--- src/rtl/debounce_pkg.sv ---
// Shared types for the key debouncer bank.
// Latency: n/a (types only).
// Backpressure: n/a (types only).
package debounce_pkg;

    // Per-channel debounce FSM states; encoding is fixed so state dumps read consistently.
    typedef enum logic [1:0] {
        IDLE       = 2'd0,
        CONF_PRESS = 2'd1,
        PRESSED    = 2'd2,
        CONF_REL   = 2'd3
    } deb_state_t;

endpackage

--- src/rtl/debounce_channel.sv ---
// One debounced key: 2-flop synchroniser, stable-time filter, hold timer, event pulses.
// Latency: level/press/release 1+STABLE_CYCLES edges after the raw change; long press LONG_CYCLES after press.
// Backpressure: none; events are single-cycle pulses that the consumer must sample.
module debounce_channel
    import debounce_pkg::*;
#(
    parameter int STABLE_CYCLES = 15,
    parameter int LONG_CYCLES   = 255
) (
    input  logic clk,
    input  logic rst,
    input  logic en,
    input  logic key_in,
    output logic key_level,
    output logic press_pulse,
    output logic release_pulse,
    output logic long_pulse
);

    localparam int DEB_W  = $clog2(STABLE_CYCLES);
    localparam int HOLD_W = $clog2(LONG_CYCLES + 1);

    localparam logic [DEB_W-1:0]  DEB_ONE   = DEB_W'(1);
    localparam logic [DEB_W-1:0]  DEB_LAST  = DEB_W'(STABLE_CYCLES - 1);
    localparam logic [HOLD_W-1:0] HOLD_ONE  = HOLD_W'(1);
    localparam logic [HOLD_W-1:0] HOLD_MAX  = HOLD_W'(LONG_CYCLES);
    localparam logic [HOLD_W-1:0] HOLD_LAST = HOLD_W'(LONG_CYCLES - 1);

    logic              s1_q;
    logic              s2_q;
    deb_state_t        state_q;
    logic [DEB_W-1:0]  deb_q;
    logic [HOLD_W-1:0] hold_q;
    logic [HOLD_W-1:0] hold_d;
    logic              long_hit;
    logic              level_q;
    logic              press_q;
    logic              release_q;
    logic              long_q;

    // Synchroniser runs regardless of en so a re-enable sees a settled sample.
    always_ff @(posedge clk or posedge rst) begin
        if (rst) begin
            s1_q <= 1'b0;
            s2_q <= 1'b0;
        end else begin
            s1_q <= key_in;
            s2_q <= s1_q;
        end
    end

    // Saturating hold timer; the long event fires on the step that reaches LONG_CYCLES.
    always_comb begin
        hold_d   = hold_q;
        long_hit = (hold_q == HOLD_LAST);
        if (hold_q != HOLD_MAX) begin
            hold_d = hold_q + HOLD_ONE;
        end
    end

    // Debounce FSM with registered level and one-cycle event pulses.
    always_ff @(posedge clk or posedge rst) begin
        if (rst) begin
            state_q   <= IDLE;
            deb_q     <= '0;
            hold_q    <= '0;
            level_q   <= 1'b0;
            press_q   <= 1'b0;
            release_q <= 1'b0;
            long_q    <= 1'b0;
        end else if (!en) begin
            // Disable drops the key silently: no release event is reported.
            state_q   <= IDLE;
            deb_q     <= '0;
            hold_q    <= '0;
            level_q   <= 1'b0;
            press_q   <= 1'b0;
            release_q <= 1'b0;
            long_q    <= 1'b0;
        end else begin
            press_q   <= 1'b0;
            release_q <= 1'b0;
            long_q    <= 1'b0;
            case (state_q)
                IDLE: begin
                    if (s2_q) begin
                        state_q <= CONF_PRESS;
                        deb_q   <= DEB_ONE;
                    end
                end
                CONF_PRESS: begin
                    if (!s2_q) begin
                        state_q <= IDLE;
                        deb_q   <= '0;
                    end else if (deb_q == DEB_LAST) begin
                        state_q <= PRESSED;
                        deb_q   <= '0;
                        hold_q  <= '0;
                        level_q <= 1'b1;
                        press_q <= 1'b1;
                    end else begin
                        deb_q <= deb_q + DEB_ONE;
                    end
                end
                PRESSED: begin
                    hold_q <= hold_d;
                    long_q <= long_hit;
                    if (!s2_q) begin
                        state_q <= CONF_REL;
                        deb_q   <= DEB_ONE;
                    end
                end
                CONF_REL: begin
                    if (!s2_q && (deb_q == DEB_LAST)) begin
                        // Accepted release beats a long press landing on the same edge.
                        state_q   <= IDLE;
                        deb_q     <= '0;
                        hold_q    <= '0;
                        level_q   <= 1'b0;
                        release_q <= 1'b1;
                    end else begin
                        // Release bounces keep the hold timer running.
                        hold_q <= hold_d;
                        long_q <= long_hit;
                        if (s2_q) begin
                            state_q <= PRESSED;
                            deb_q   <= '0;
                        end else begin
                            deb_q <= deb_q + DEB_ONE;
                        end
                    end
                end
                default: begin
                    state_q <= IDLE;
                    deb_q   <= '0;
                    hold_q  <= '0;
                    level_q <= 1'b0;
                end
            endcase
        end
    end

    assign key_level     = level_q;
    assign press_pulse   = press_q;
    assign release_pulse = release_q;
    assign long_pulse    = long_q;

endmodule

--- src/rtl/debounce_bank.sv ---
// Bank of independent key debouncers with optional active-low input polarity.
// Latency: 1+STABLE_CYCLES edges for level/press/release; long press LONG_CYCLES edges after press.
// Backpressure: none; per-channel event pulses are one cycle wide and may coincide.
module debounce_bank
    import debounce_pkg::*;
#(
    parameter int CHANNELS      = 4,
    parameter int STABLE_CYCLES = 15,
    parameter int LONG_CYCLES   = 255,
    parameter bit ACTIVE_LOW    = 1'b0
) (
    input  logic                clk,
    input  logic                rst,
    input  logic                en,
    input  logic [CHANNELS-1:0] key_in,
    output logic [CHANNELS-1:0] key_level,
    output logic [CHANNELS-1:0] press_pulse,
    output logic [CHANNELS-1:0] release_pulse,
    output logic [CHANNELS-1:0] long_pulse
);

    // Normalise polarity ahead of the synchronisers so every channel sees 1 = pressed.
    logic [CHANNELS-1:0] key_raw;
    assign key_raw = ACTIVE_LOW ? ~key_in : key_in;

    for (genvar g = 0; g < CHANNELS; g++) begin : g_ch
        debounce_channel #(
            .STABLE_CYCLES (STABLE_CYCLES),
            .LONG_CYCLES   (LONG_CYCLES)
        ) u_ch (
            .clk           (clk),
            .rst           (rst),
            .en            (en),
            .key_in        (key_raw[g]),
            .key_level     (key_level[g]),
            .press_pulse   (press_pulse[g]),
            .release_pulse (release_pulse[g]),
            .long_pulse    (long_pulse[g])
        );
    end

endmodule

--- config.mk ---
export PLATFORM = sky130hd
export DESIGN_NAME = debounce_bank
export DESIGN_NICKNAME = d
export VERILOG_FILES = /design/src/rtl/debounce_pkg.sv /design/src/rtl/debounce_channel.sv /design/src/rtl/debounce_bank.sv
export SDC_FILE = /design/constraint.sdc
export NUM_CORES = 1
export LEC_CHECK = 0
export BUFFER_PORTS_ARGS = -buffer_cell sky130_fd_sc_hd__buf_4
export CELL_PAD_IN_SITES_DETAIL_PLACEMENT = 1
export CELL_PAD_IN_SITES_GLOBAL_PLACEMENT = 1
export CORE_MARGIN = 2
export CORE_UTILIZATION = 51
export DETAILED_ROUTE_END_ITERATION = 8
export GPL_ROUTABILITY_DRIVEN = 0
export PLACE_DENSITY = 0.93
export SLEW_MARGIN = 25
export SYNTH_ARGS = -nofsm -noshare
export SYNTH_HDL_FRONTEND = slang
export SYNTH_SLANG_ARGS = --single-unit
--- constraint.sdc ---
create_clock -name clk -period 3.9 [get_ports clk]
set_input_delay 0.39 -clock clk [delete_from_list [all_inputs] [get_ports clk]]
set_output_delay 0.39 -clock clk [all_outputs]
set_load 0.1 [all_outputs]
### Word-level counts from Yosys, hierarchy flattened

Cells that the tools add are included.

| word-level totals | value |
|---|---|
| flip-flop bits (word level) | 80 |
| bits in latches | 0 |
| memory bits (writable) | 0 |
| bits in read-only memories | 0 |
| output and inout port bits | 16 |
| word-level logic and storage cells | 280 |
| memories | 0 |

| operators by class | value |
|---|---|
| add/subtract/negate cells | 8 |
| $mul | 0 |
| divide/modulo/power cells | 0 |
| magnitude comparators | 0 |
| equal/unequal tests | 60 |
| shift operators | 0 |
| muxes and demuxes | 148 |
| bitwise gates (word level) | 0 |
| reduce and logical (&&, ||, !) cells | 28 |

Operators with widths:

| kind | count |
|---|---|
| two-way mux 8 bit | 20 |
| two-way mux 4 bit | 28 |
| case mux 8 bit (3 select lines) | 4 |
| case mux 4 bit (4 select lines) | 4 |
| two-way mux 2 bit | 28 |
| two-way mux 1 bit | 52 |
| != test 3 x 2 -> 1 bit, second input constant | 16 |
| adder 8 x 1 -> 8 bit, second input constant | 4 |
| equality test 8 bit, second input constant | 4 |
| != test 8 bit, second input constant | 4 |
| case mux 2 bit (4 select lines) | 4 |
| AND reduction 4 bit | 8 |
| adder 4 x 1 -> 4 bit, second input constant | 4 |
| equality test 2 bit, second input constant | 8 |
| equality test 4 bit, second input constant | 4 |
| != test 4 x 1 -> 1 bit, second input constant | 4 |
| != test 4 x 2 -> 1 bit, second input constant | 4 |
| != test 4 bit, second input constant | 4 |
| case mux 1 bit (2 select lines) | 8 |
| != test 3 x 1 -> 1 bit, second input constant | 4 |
| != test 3 bit, second input constant | 4 |
| AND reduction 3 bit | 4 |
| equality test 2 x 1 -> 1 bit, second input constant | 4 |
| logical NOT 2 bit | 4 |
| 3 further kinds | 12 |

### Depth between registers and ports, before layout

Gate-level depths: netlist of the first run.

| logic depth | value |
|---|---|
| depth after elaboration | 5 |
| gate-level depth with buffers | 7 |
| gate-level depth less buffers | 6 |

### Hierarchy

Synthesis of the first run repeated with hierarchy kept, for this count alone.

| second synthesis, totals | value |
|---|---|
| cell total of the unflattened synthesis | 517 |
| area total of the unflattened synthesis | 4,897.2 um^2 |

By module, submodules not included:

| module | instances | cells each | area an instance (um^2) | seq. area each (um^2) |
|---|---|---|---|---|
| debounce_channel at g_ch[0].u_ch ... | 3 | 129 | 1,219.9 | 500.5 |
| debounce_channel at g_ch[3].u_ch | 1 | 130 | 1,237.4 | 500.5 |

### Worst setup path before layout of the first run

No wires, ideal clock.

| timing path | value |
|---|---|
| kind | flip-flop to flip-flop |
| from | register g_ch[3].u_ch.deb_q[0] |
| to | register g_ch[3].u_ch.hold_q[1] |
| library setup time | 120 ps |
| arrival | 1,580 ps |
| required time | 3,780 ps |
| path slack | 2,201 ps |
| stages on the path, launching flop included | 8 |
| path buffers | 1 |
| period minus slack after synthesis | 1,699 ps |
| cells stage by stage | dfrtp_1 inv_1 ha_1 and4_1 buf_6 a211oi_4 o21bai_1 and3b_1 |

| between the ends | value |
|---|---|
| longest elaborated chain between the ends | 5 |
| elaborated cells on any way between the ends | 7 |
| classes of those cells | eq/ne (2); mux (3); reduce/logical (2) |

RTL lines:

| what | RTL line | text |
|---|---|---|
| from (decl) | debounce_channel.sv:32 | `logic [DEB_W-1:0] deb_q;` |
| from (signal assigned) | debounce_channel.sv:102 | `deb_q <= deb_q + DEB_ONE;` |
| from (signal assigned) | debounce_channel.sv:129 | `deb_q <= deb_q + DEB_ONE;` |
| equality test 4 bit (*) | debounce_channel.sv:95, debounce_channel.sv:114 |  |
| logical AND 1 bit | debounce_channel.sv:114 | `if (!s2_q && (deb_q == DEB_LAST)) begin` |
| two-way mux 8 bit | debounce_channel.sv:114 |  |
| case mux 8 bit (3 select lines) | debounce_channel.sv:84 | `case (state_q)` |
| two-way mux 8 bit | debounce_channel.sv:71 | `end else if (!en) begin` |
| to (signal assigned) | debounce_channel.sv:106 | `hold_q <= hold_d;` |
| to (signal assigned) | debounce_channel.sv:123 | `hold_q <= hold_d;` |
| to (decl) | debounce_channel.sv:33 | `logic [HOLD_W-1:0] hold_q;` |

Every way passes the cells marked *; elsewhere a longest branch is shown, timed or not.
A chain may end at the register's enable or synchronous reset.

### Worst setup path in the final report of the first run

| timing path | value |
|---|---|
| from | register g_ch[1].u_ch.deb_q[0] |
| to | register g_ch[1].u_ch.hold_q[3] |

| between the ends | value |
|---|---|
| longest elaborated chain between the ends | 5 |
| elaborated cells on any way between the ends | 7 |
| classes of those cells | eq/ne (2); mux (3); reduce/logical (2) |

RTL lines:

| what | RTL line |
|---|---|
| from (decl) | debounce_channel.sv:32 |
| from (signal assigned) | debounce_channel.sv:102 |
| from (signal assigned) | debounce_channel.sv:129 |
| equality test 4 bit (*) | debounce_channel.sv:95, debounce_channel.sv:114 |
| logical AND 1 bit | debounce_channel.sv:114 |
| two-way mux 8 bit | debounce_channel.sv:114 |
| case mux 8 bit (3 select lines) | debounce_channel.sv:84 |
| two-way mux 8 bit | debounce_channel.sv:71 |
| to (signal assigned) | debounce_channel.sv:106 |
| to (signal assigned) | debounce_channel.sv:123 |
| to (decl) | debounce_channel.sv:33 |

Marked as above.

==> impl_metrics.json, run 1 <==
{
  "dr.pass1.iters": 4,
  "synthDistinctLibCells": 52,
  "core-area_sq_um": 8180,
  "h-tree-depth": 3,
  "maxCapViolations": 0,
  "worst_pin_slew_ns": 0.707,
  "required_ns": 4.18,
  "yosys_warnings": 0,
  "drive_above_1_share_pct": 11.9,
  "p_total_mw": 1.61,
  "clock-skew-final_ns": 0.00680,
  "cts_max_path_buffers": 2,
  "clk_pin_slew_ns": 0.08,
  "rr_startpoint": "g_ch[1].u_ch.deb_q[0]",
  "yosys_most_used_dff": "dfrtp_1",
  "io_pins": 23,
  "min_from": "key_in[1]",
  "synth_edf_count": 0,
  "worstPathMaxFanout": 6,
  "pre_cts_ws_ns": 1.90,
  "syn-num-nets": 475,
  "drt-total-wl_um": 9790,
  "cts_tree": "built",
  "fin_nets": 474,
  "p_switching_mw": 0.382,
  "synthArstFlopShare_pct": 100,
  "final-setup-viol-count": 0,
  "rr_worst_depth": 6,
  "hold_path_end": "g_ch[1].u_ch.s1_q",
  "ys_ff_latch": 80,
  "setup_tns_ns": 0,
  "period_needed_ns": 1.93,
  "critPathLaunchType": "register",
  "vias": 3405,
  "diodes": 0,
  "portBuffers": 22,
  "vdd_drop_max_uv": 164,
  "p_seq_share_pct": 53.6,
  "finalCritPeriodShare_pct": 49.6,
  "final_hold_viol_count": 0,
  "p_leak_nw": 2.03,
  "clockPowerShare_pct": 40.3,
  "fin_util_pct": 56.1,
  "grt_pass1_vias": 3475,
  "rows": 33,
  "syn_area_sq_um": 4300,
  "power_density_nw_per_um2": 351,
  "path_class": "reg2reg",
  "cts_setup_buffers": 0,
  "start_util_pct": 52.6,
  "min_path_cells": 1,
  "via_per_inst": 6.08,
  "n_fill_cell": 953,
  "grt_pass1_wl_um": 16700,
  "die_w_um": 95.8,
  "sw_frac_of_total_pct": 23.7,
  "hold_class": "in2reg",
  "post-route-worst-setup-slack_ns": 1.97,
  "area_growth_pct": 6.75,
  "rsz0062_at_grt": "false",
  "fin_area_sq_um": 4590,
  "p_int_mw": 1.23,
  "avgRoutedWirePerCell_um": 17.5,
  "clock_sinks": 80,
  "outcome": "completed",
  "postSynthAreaPerCell_sq_um": 9.51,
  "grt_max_degree": 58,
  "pwr-share-comb_pct": 6.1,
  "max_clock_freq_mhz": 517,
  "hpwl_um": 6850,
  "antenna_found_initial": 0,
  "r2r-end": "g_ch[1].u_ch.hold_q[3]",
  "drcViolationCount": 0,
  "die-area_sq_um": 9180,
  "postSynthCellCount": 452,
  "yosysSeqAreaShare_pct": 46.6,
  "dpl_cell_area_sq_um": 4390,
  "slew_headroom_pct": 52.9,
  "clk_latency_ns": 0.36,
  "cts_buffers": 9,
  "endpoint_kind": "register",
  "r2r_slack_ns": 1.97,
  "dr.first_iter.drc_count": 164,
  "root_buffer": "clkbuf_8",
  "die_h_um": 95.8,
  "ctsResizeCount": 0,
  "grt_overflow": 0,
  "critPathArrivalTime_ns": 2.21,
  "ant_nets": 0,
  "track_usage_pct": 23.5,
  "slew_viol_final": 0,
  "cts_hold_buf": 0
}
## registers in the layout, summed over array words and instances, names as in the netlist
| signal | flops |
|---|---|
| g_ch.u_ch.long_pulse | 4 |
| g_ch.u_ch.state_q | 8 |
| g_ch.u_ch.release_pulse | 4 |
| g_ch.u_ch.deb_q | 16 |
| g_ch.u_ch.key_level | 4 |
| g_ch.u_ch.hold_q | 32 |
| g_ch.u_ch.s2_q | 4 |
| g_ch.u_ch.press_pulse | 4 |
| g_ch.u_ch.s1_q | 4 |
## placed cells by master, fill, tap and decap left out, types with 3 or more instances in the layout
cell and count:
dfrtp_1 80, a21oi_1 46, nand3_1 29, nand2_1 28, o21ai_0 26, inv_1 24
nor2_1 24, buf_4 24, nor3_1 16, ha_1 16, nand4_1 13, nand3b_1 11
and3_1 10, clkbuf_8 9, nor3b_1 8, a21o_1 7, a31oi_1 7, xnor2_1 6
and4_1 5, a31o_2 4, o21a_1 4, o211ai_1 3, o211a_1 3, xor2_1 3
or3_1 3, a41oi_1 3, o31ai_1 3, o22ai_1 3
## critical path, cell delays in order, from the launching register on
cell	delay (ns)
dfrtp_1	0.45
inv_1	0.07
ha_1	0.27
and4_1	0.30
a211oi_1	0.50
a21oi_1	0.09
o21ai_0	0.18
## worst max path at each step
stage | startpoint | endpoint | cells past startpoint
4_1_cts | g_ch[1].u_ch.deb_q[0] | g_ch[1].u_ch.hold_q[0] | 6
5_1_grt | g_ch[0].u_ch.deb_q[0] | g_ch[0].u_ch.hold_q[1] | 6
3_3_place_gp | en | g_ch[2].u_ch.hold_q[0] | 6
2_1_floorplan | rst | g_ch[0].u_ch.deb_q[0] | 1
3_5_place_dp | en | g_ch[2].u_ch.hold_q[1] | 6
6_report | g_ch[1].u_ch.deb_q[0] | g_ch[1].u_ch.hold_q[3] | 6
## logic make-up (layout without fill, tap and decap cells)
kind of cell | count (synthesis) | count (layout) | synth area share, %
multiplexers | 3 | 3 | 0.728
XOR/XNOR | 10 | 10 | 2.21
buffers and inverters | 61 | 64 | 7.42
flip-flops | 80 | 80 | 46.6
AND/OR/NAND/NOR | 151 | 151 | 18.7
adder cells (fa/ha/maj) | 16 | 16 | 4.66
AO/OA/AOI/OAI | 131 | 131 | 19.7
## metal layers
layer	part of all wire, %	wire, um	GRT usage, %
met1	43	4210	28.4
met4	1.8	176	9.64
met2	53	5210	41.6
met3	2.0	192	3.68
met5	0	0	0
## power groups by stage
stage	logic [mW]	registers (mW)	clock network, mW
global placement	0.0944	0.877	0
floorplan	0.0838	0.868	0
finish	0.0985	0.863	0.649
global route	0.111	0.866	0.709
detailed placement	0.0999	0.880	0
CTS	0.100	0.863	0.666
## Yosys cell counts (4+ instances only)
library cell	number	area, sq um
a31o_2	4	35.0
nand4_1	13	81.3
inv_1	25	93.8
nand2_1	28	105
nor3_1	16	80.1
ha_1	16	200
nand3_1	29	145
xnor2_1	6	52.6
and3_1	10	62.6
nand3b_1	11	82.6
a31oi_1	7	43.8
nor3b_1	8	60.1
nor2_1	24	90.1
clkbuf_1	4	15.0
buf_2	9	45.0
o21ai_0	26	130
a21oi_1	46	230
a21o_1	7	52.6
buf_4	19	143
and4_1	5	43.8
o21a_1	4	30.0
dfrtp_1	80	2000
## per-stage QoR
stage | instances | hold slack [ns]
2_1_floorplan | 452 | 0.331
4_1_cts | 560 | 0.117
3_5_place_dp | 545 | 0.336
5_1_grt | 560 | 0.118
3_3_place_gp | 545 | 0.335
6_report | 560 | 0.133
## layout make-up
class | count | area, sq um | area share, %
clock buffers | 11 | 131 | 2.86
clock inverters | 4 | 70.1 | 1.53
multi-input cells | 311 | 1980 | 43.1
repair buffers | 24 | 180 | 3.93
well taps | 105 | 131 | 2.86
inverters | 25 | 96.3 | 2.10
flip-flops and latches | 80 | 2000 | 43.6
Note: power is estimated with default switching activity, not from simulation.
==> inputs of run 2 (changes only) <==
--- a/config.mk
+++ b/config.mk
@@ -9,10 +9,10 @@
 export CELL_PAD_IN_SITES_DETAIL_PLACEMENT = 1
 export CELL_PAD_IN_SITES_GLOBAL_PLACEMENT = 1
 export CORE_MARGIN = 2
-export CORE_UTILIZATION = 51
+export CORE_UTILIZATION = 43
 export DETAILED_ROUTE_END_ITERATION = 8
 export GPL_ROUTABILITY_DRIVEN = 0
-export PLACE_DENSITY = 0.93
+export PLACE_DENSITY = 0.85
 export SLEW_MARGIN = 25
 export SYNTH_ARGS = -nofsm -noshare
 export SYNTH_HDL_FRONTEND = slang
==> constraint.sdc (replaced) <==
create_clock -name clk -period 1.6 [get_ports clk]
set_input_delay 0.16 -clock clk [delete_from_list [all_inputs] [get_ports clk]]
set_output_delay 0.16 -clock clk [all_outputs]
set_load 0.1 [all_outputs]
==> impl_metrics.json, run 2 (synthesized netlist as in run 1, its figures left out) <==
{
  "outcome": "finished with violations",
  "violations": "setup timing",
  "grt_overflow": 0,
  "largest_register_ff_count": 32,
  "grt_pass1_vias": 4014,
  "period_needed_ns": 1.62,
  "pre_cts_ws_ns": -0.110,
  "finalCritPeriodShare_pct": 101,
  "avgRoutedWirePerCell_um": 17.5,
  "post-route-worst-setup-slack_ns": -0.0158,
  "p_total_mw": 4.17,
  "clock-skew-final_ns": 0.00511,
  "n_fill_cell": 1111,
  "rows": 36,
  "final_common_cell": "buf_4",
  "die_h_um": 104,
  "maxCapViolations": 0,
  "vdd_drop_max_uv": 368,
  "vias": 3761,
  "dp_cells": 630,
  "dr.pass1.iters": 4,
  "cts_max_path_buffers": 2,
  "clk_pin_slew_ns": 0.08,
  "die-area_sq_um": 10800,
  "endpoint": "g_ch[2].u_ch.hold_q[4]",
  "dr.first_iter.drc_count": 115,
  "max_clock_freq_mhz": 619,
  "p_leak_nw": 2.38,
  "largest_register": "g_ch.u_ch.hold_q",
  "path_class": "reg2reg",
  "r2r_slack_ns": -0.02,
  "track_usage_pct": 21.6,
  "h-tree-depth": 3,
  "io_pins": 23,
  "drt-total-wl_um": 11500,
  "register_area_sq_um": 2000,
  "cpPeakStageDelay_ns": 0.41,
  "drcViolationCount": 0,
  "core-area_sq_um": 9730,
  "ant_nets": 0,
  "hpwl_um": 7650,
  "endpoint_kind": "register",
  "final_hold_viol_count": 0,
  "drive_above_1_share_pct": 29.8,
  "final_cell_mix": "87 x buf_4, 78 x dfrtp_1, 41 x a21oi_1, 28 x nand2_1, 28 x nand3_1",
  "clock_sinks": 80,
  "worst_pin_slew_ns": 0.552,
  "die_w_um": 104,
  "cts_buffers": 9,
  "critPathLaunchType": "register",
  "reg_top3": "g_ch.u_ch.hold_q x32, g_ch.u_ch.deb_q x16, g_ch.u_ch.state_q x8",
  "hold_class": "in2reg",
  "portBuffers": 22,
  "worstPathCellList": "inv_2 -> ha_4 -> nand4_1 -> o211a_4 -> a41oi_2 -> a21oi_1",
  "start_util_pct": 44.2,
  "grt_max_degree": 36,
  "grt_pass1_wl_um": 19100,
  "cts_tree": "built",
  "critPathBufInv": 1,
  "crit_path_top_delay_cell": "dfrtp_1",
  "instances_no_fill": 660,
  "hold_ws_ns": 0.290,
  "final-setup-viol-count": 4,
  "fin_nets": 546,
  "startpoint": "g_ch[2].u_ch.deb_q[0]",
  "path_depth": 6,
  "path_delay_family": "compound AO/OA/AOI/OAI gates",
  "rsz0062_at_grt": "true",
  "critPathArrivalTime_ns": 1.85,
  "slew_viol_final": 0,
  "multi_input_area_sq_um": 2150,
  "slew_headroom_pct": 62.9,
  "power_density_nw_per_um2": 772,
  "worstPathMaxFanout": 9,
  "area_growth_pct": 25.5,
  "required_ns": 1.84,
  "r2r-end": "g_ch[2].u_ch.hold_q[4]",
  "rr_worst_depth": 6,
  "root_buffer": "clkbuf_8",
  "via_per_inst": 5.70,
  "clk_latency_ns": 0.36,
  "rr_startpoint": "g_ch[2].u_ch.deb_q[0]",
  "diodes": 0,
  "antenna_found_initial": 0
}
## run 2: changes by cell type in the layout (fill, tap and decap cells not counted), sizes merged
cell | before | now
dlygate4sd3 | 0 | 5
clkbuf | 11 | 12
buf | 24 | 91
clkinv | 2 | 1
clkinvlp | 0 | 1
inv | 25 | 24
## run 2: how the worst min path moves through the flow
stage                   start                      to  depth (start not counted)
floorplan           key_in[0]       g_ch[0].u_ch.s1_q                          0
global placement          rst       g_ch[2].u_ch.s1_q                          2
detailed placement        rst  g_ch[2].u_ch.hold_q[3]                          2
CTS                        en   g_ch[0].u_ch.deb_q[2]                          3
global route               en   g_ch[0].u_ch.deb_q[2]                          3
finish                     en   g_ch[0].u_ch.deb_q[2]                          3
## run 2: repair_timing
item,4_1_cts,5_1_grt
hold buffers,5,0
setup endpoints to repair,24,29
hold endpoints to repair,21,0
setup buffers,3,8
cloned,0,0
gates resized for setup,14,39
pin swaps,8,17
## run 2: routing by layer
layer  share of wire (%)  track usage, %
met1                  44            26.4
met4                 1.6            7.05
met2                  53            39.1
met3                 2.0            3.01
met5                   0               0
## run 2: metrics by stage
stage                     cell area (sq um)  TNS [ns]  util (%)
after floorplan                        4300  -0.00378         -
after global placement                 4870  -0.00143      50.0
after detailed placement               4870    -0.820      50.0
after CTS                              5200         0      53.4
after global routing                   5400     -1.31      55.5
final                                  5400   -0.0360      55.5
## run 2: where the power goes
part	internal (mW)	total, mW	switching (mW)
registers	2.05	2.09	0.0338
clock network	0.955	1.71	0.753
logic	0.155	0.370	0.215
## run 2: worst register-to-register path: stages (launching register included)
cell,delay [ns]
dfrtp_1,0.41
inv_2,0.09
ha_4,0.14
nand4_1,0.20
o211a_4,0.35
a41oi_2,0.23
a21oi_1,0.08
## run 2: area by class of cell
cell class | instances | area share (%)
Multi-Input combinational cell | 311 | 39.8
Clock buffer | 12 | 2.88
Sequential cell | 80 | 37.2
Clock inverter | 3 | 1.21
Inverter | 25 | 1.81
Timing Repair Buffer | 96 | 14.0
Tap cell | 133 | 3.08
==> inputs of run 3 (changes only) <==
--- a/config.mk
+++ b/config.mk
@@ -6,13 +6,14 @@
 export NUM_CORES = 1
 export LEC_CHECK = 0
 export BUFFER_PORTS_ARGS = -buffer_cell sky130_fd_sc_hd__buf_4
+export CAP_MARGIN = 20
 export CELL_PAD_IN_SITES_DETAIL_PLACEMENT = 1
 export CELL_PAD_IN_SITES_GLOBAL_PLACEMENT = 1
 export CORE_MARGIN = 2
 export CORE_UTILIZATION = 43
 export DETAILED_ROUTE_END_ITERATION = 8
 export GPL_ROUTABILITY_DRIVEN = 0
-export PLACE_DENSITY = 0.85
+export PLACE_DENSITY_LB_ADDON = 0.2
 export SLEW_MARGIN = 25
 export SYNTH_ARGS = -nofsm -noshare
 export SYNTH_HDL_FRONTEND = slang
==> impl_metrics.json, run 3 (synthesized netlist as in run 1, its figures left out) <==
{
  "dr.first_iter.drc_count": 72,
  "rsz0062_at_grt": "true",
  "fin_util_pct": 54.4,
  "drive_above_1_share_pct": 27.4,
  "reg_top3": "g_ch.u_ch.hold_q x32, g_ch.u_ch.deb_q x16, g_ch.u_ch.state_q x8",
  "outcome": "finished with violations",
  "cts_tree": "built",
  "fin_nets": 539,
  "slew_viol_final": 0,
  "p_total_mw": 3.78,
  "die-area_sq_um": 10800,
  "power_density_nw_per_um2": 715,
  "required_ns": 1.85,
  "final-setup-viol-count": 3,
  "route.met3.wl_um": 182,
  "grt_max_degree": 40,
  "start_util_pct": 44.2,
  "p_leak_nw": 2.34,
  "root_buffer": "clkbuf_8",
  "hpwl_um": 7150,
  "met1_length_um": 4780,
  "maxCapViolations": 0,
  "endpoint": "g_ch[2].u_ch.hold_q[0]",
  "portBuffers": 22,
  "period_needed_ns": 1.63,
  "cts_buffers": 9,
  "die_w_um": 104,
  "area_growth_pct": 23.1,
  "drt-total-wl_um": 10600,
  "final_common_cell": "dfrtp_1",
  "startpoint": "g_ch[2].u_ch.deb_q[0]",
  "rows": 36,
  "largest_register_ff_count": 32,
  "grt_pass1_vias": 3726,
  "rr_worst_depth": 6,
  "critPathArrivalTime_ns": 1.88,
  "crit_path_top_delay_cell": "dfrtp_1",
  "grt_overflow": 0,
  "h-tree-depth": 3,
  "clk_latency_ns": 0.36,
  "avgRoutedWirePerCell_um": 16.2,
  "clk_pin_slew_ns": 0.08,
  "hold_class": "in2reg",
  "critPathLaunchType": "register",
  "min_from": "en",
  "endpoint_kind": "register",
  "cts_max_path_buffers": 2,
  "drcViolationCount": 0,
  "post-route-worst-setup-slack_ns": -0.0278,
  "grt_pass1_wl_um": 17800,
  "slew_headroom_pct": 65.3,
  "antenna_found_initial": 0,
  "vdd_drop_max_uv": 423,
  "final_cell_mix": "78 x dfrtp_1, 77 x buf_4, 42 x a21oi_1, 29 x nand3_1, 28 x nand2_1",
  "pre_cts_ws_ns": -0.124,
  "path_class": "reg2reg",
  "finalCritPeriodShare_pct": 102,
  "diodes": 0,
  "rr_startpoint": "g_ch[2].u_ch.deb_q[0]",
  "track_usage_pct": 19.9,
  "cpPeakStageDelay_ns": 0.40,
  "violations": "setup timing",
  "r2r_slack_ns": -0.03,
  "io_pins": 23,
  "ant_nets": 0,
  "dr.pass1.iters": 4,
  "clock_sinks": 80,
  "wl_met2_um": 5460,
  "vias": 3644,
  "die_h_um": 104,
  "worst_pin_slew_ns": 0.517,
  "n_fill_cell": 1139,
  "highest-signal-layer": "met4",
  "largest_register": "g_ch.u_ch.hold_q",
  "core-area_sq_um": 9730,
  "worstPathCellList": "inv_2 -> ha_4 -> nand4_1 -> o211ai_4 -> o21ai_1 -> a21o_1",
  "worstPathMaxFanout": 5,
  "clock-skew-final_ns": 0.0115,
  "via_per_inst": 5.60,
  "max_clock_freq_mhz": 614,
  "r2r-end": "g_ch[2].u_ch.hold_q[0]",
  "final_hold_viol_count": 0
}
==> run 3: cell count changes in the layout (fill, tap and decap cells not counted), moves of 2 or more <==
cell	change
o21ai_1	-3
nor3_2	+2
o21ai_0	+3
ha_2	-2
buf_4	-10
nor2_1	+2
ha_1	+2
buf_12	+2
bufinv_16	-2
==> run 3: how the worst min path moves through the flow <==
| stage | end | slack, ns | cells after the start |
|---|---|---|---|
| 2_1_floorplan | g_ch[0].u_ch.s1_q | 0.19 | 0 |
| 5_1_grt | g_ch[0].u_ch.key_level | 0.24 | 4 |
| 4_1_cts | g_ch[0].u_ch.key_level | 0.21 | 4 |
| 3_3_place_gp | g_ch[2].u_ch.s1_q | 0.17 | 2 |
| 6_report | g_ch[0].u_ch.key_level | 0.23 | 4 |
| 3_5_place_dp | g_ch[2].u_ch.s1_q | 0.18 | 2 |
==> run 3: per-stage QoR <==
step,TNS [ns],cells,hold slack (ns),area (sq um)
final,-0.0695,651,0.227,5290
after global routing,-1.11,651,0.238,5290
after CTS,0,648,0.210,5130
after detailed placement,-1.30,623,0.175,4840
after global placement,-0.156,623,0.175,4840
after floorplan,-0.00378,452,0.191,4300
==> run 3: where the power goes <==
group	switching [mW]	internal (mW)	total, mW
Sequential	0.0323	2.05	2.09
Clock	0.720	0.622	1.34
Combinational	0.208	0.146	0.354
Total	0.961	2.82	3.78
==> run 3: repair_timing <==
item                       CTS  global route
hold buffers                 5             0
pin swaps                    9            11
cloned                       1             0
setup endpoints to repair   28            28
gates resized for setup     10            32
setup buffers                6             3
hold endpoints to repair    17             0
==> run 3: routing by layer <==
metal / track usage, % / vias to the layer above
met5: 0 / -
met3: 2.51 / 10
li1: - / 1749
met4: 8.01 / 0
met2: 33.8 / 33
met1: 25.9 / 1852
==> run 3: area by class of cell <==
class                   count  area, sq um  share of cell area [%]
inverters                  25         97.6                    1.84
multi-input cells         312         2140                    40.5
clock buffers              12          155                    2.93
well taps                 133          166                    3.14
repair buffers             88          722                    13.6
flip-flops and latches     80         2000                    37.9
clock inverters             1         5.00                  0.0946
==> run 3: worst max-delay path: cells and delay by family, from the launching register on <==
kind,cells,cell delay (ns)
AO/OA/AOI/OAI,3,0.70
AND/OR/NAND/NOR,1,0.22
buffers and inverters,1,0.08
adder cells (fa/ha/maj),1,0.13
flip-flops,1,0.40
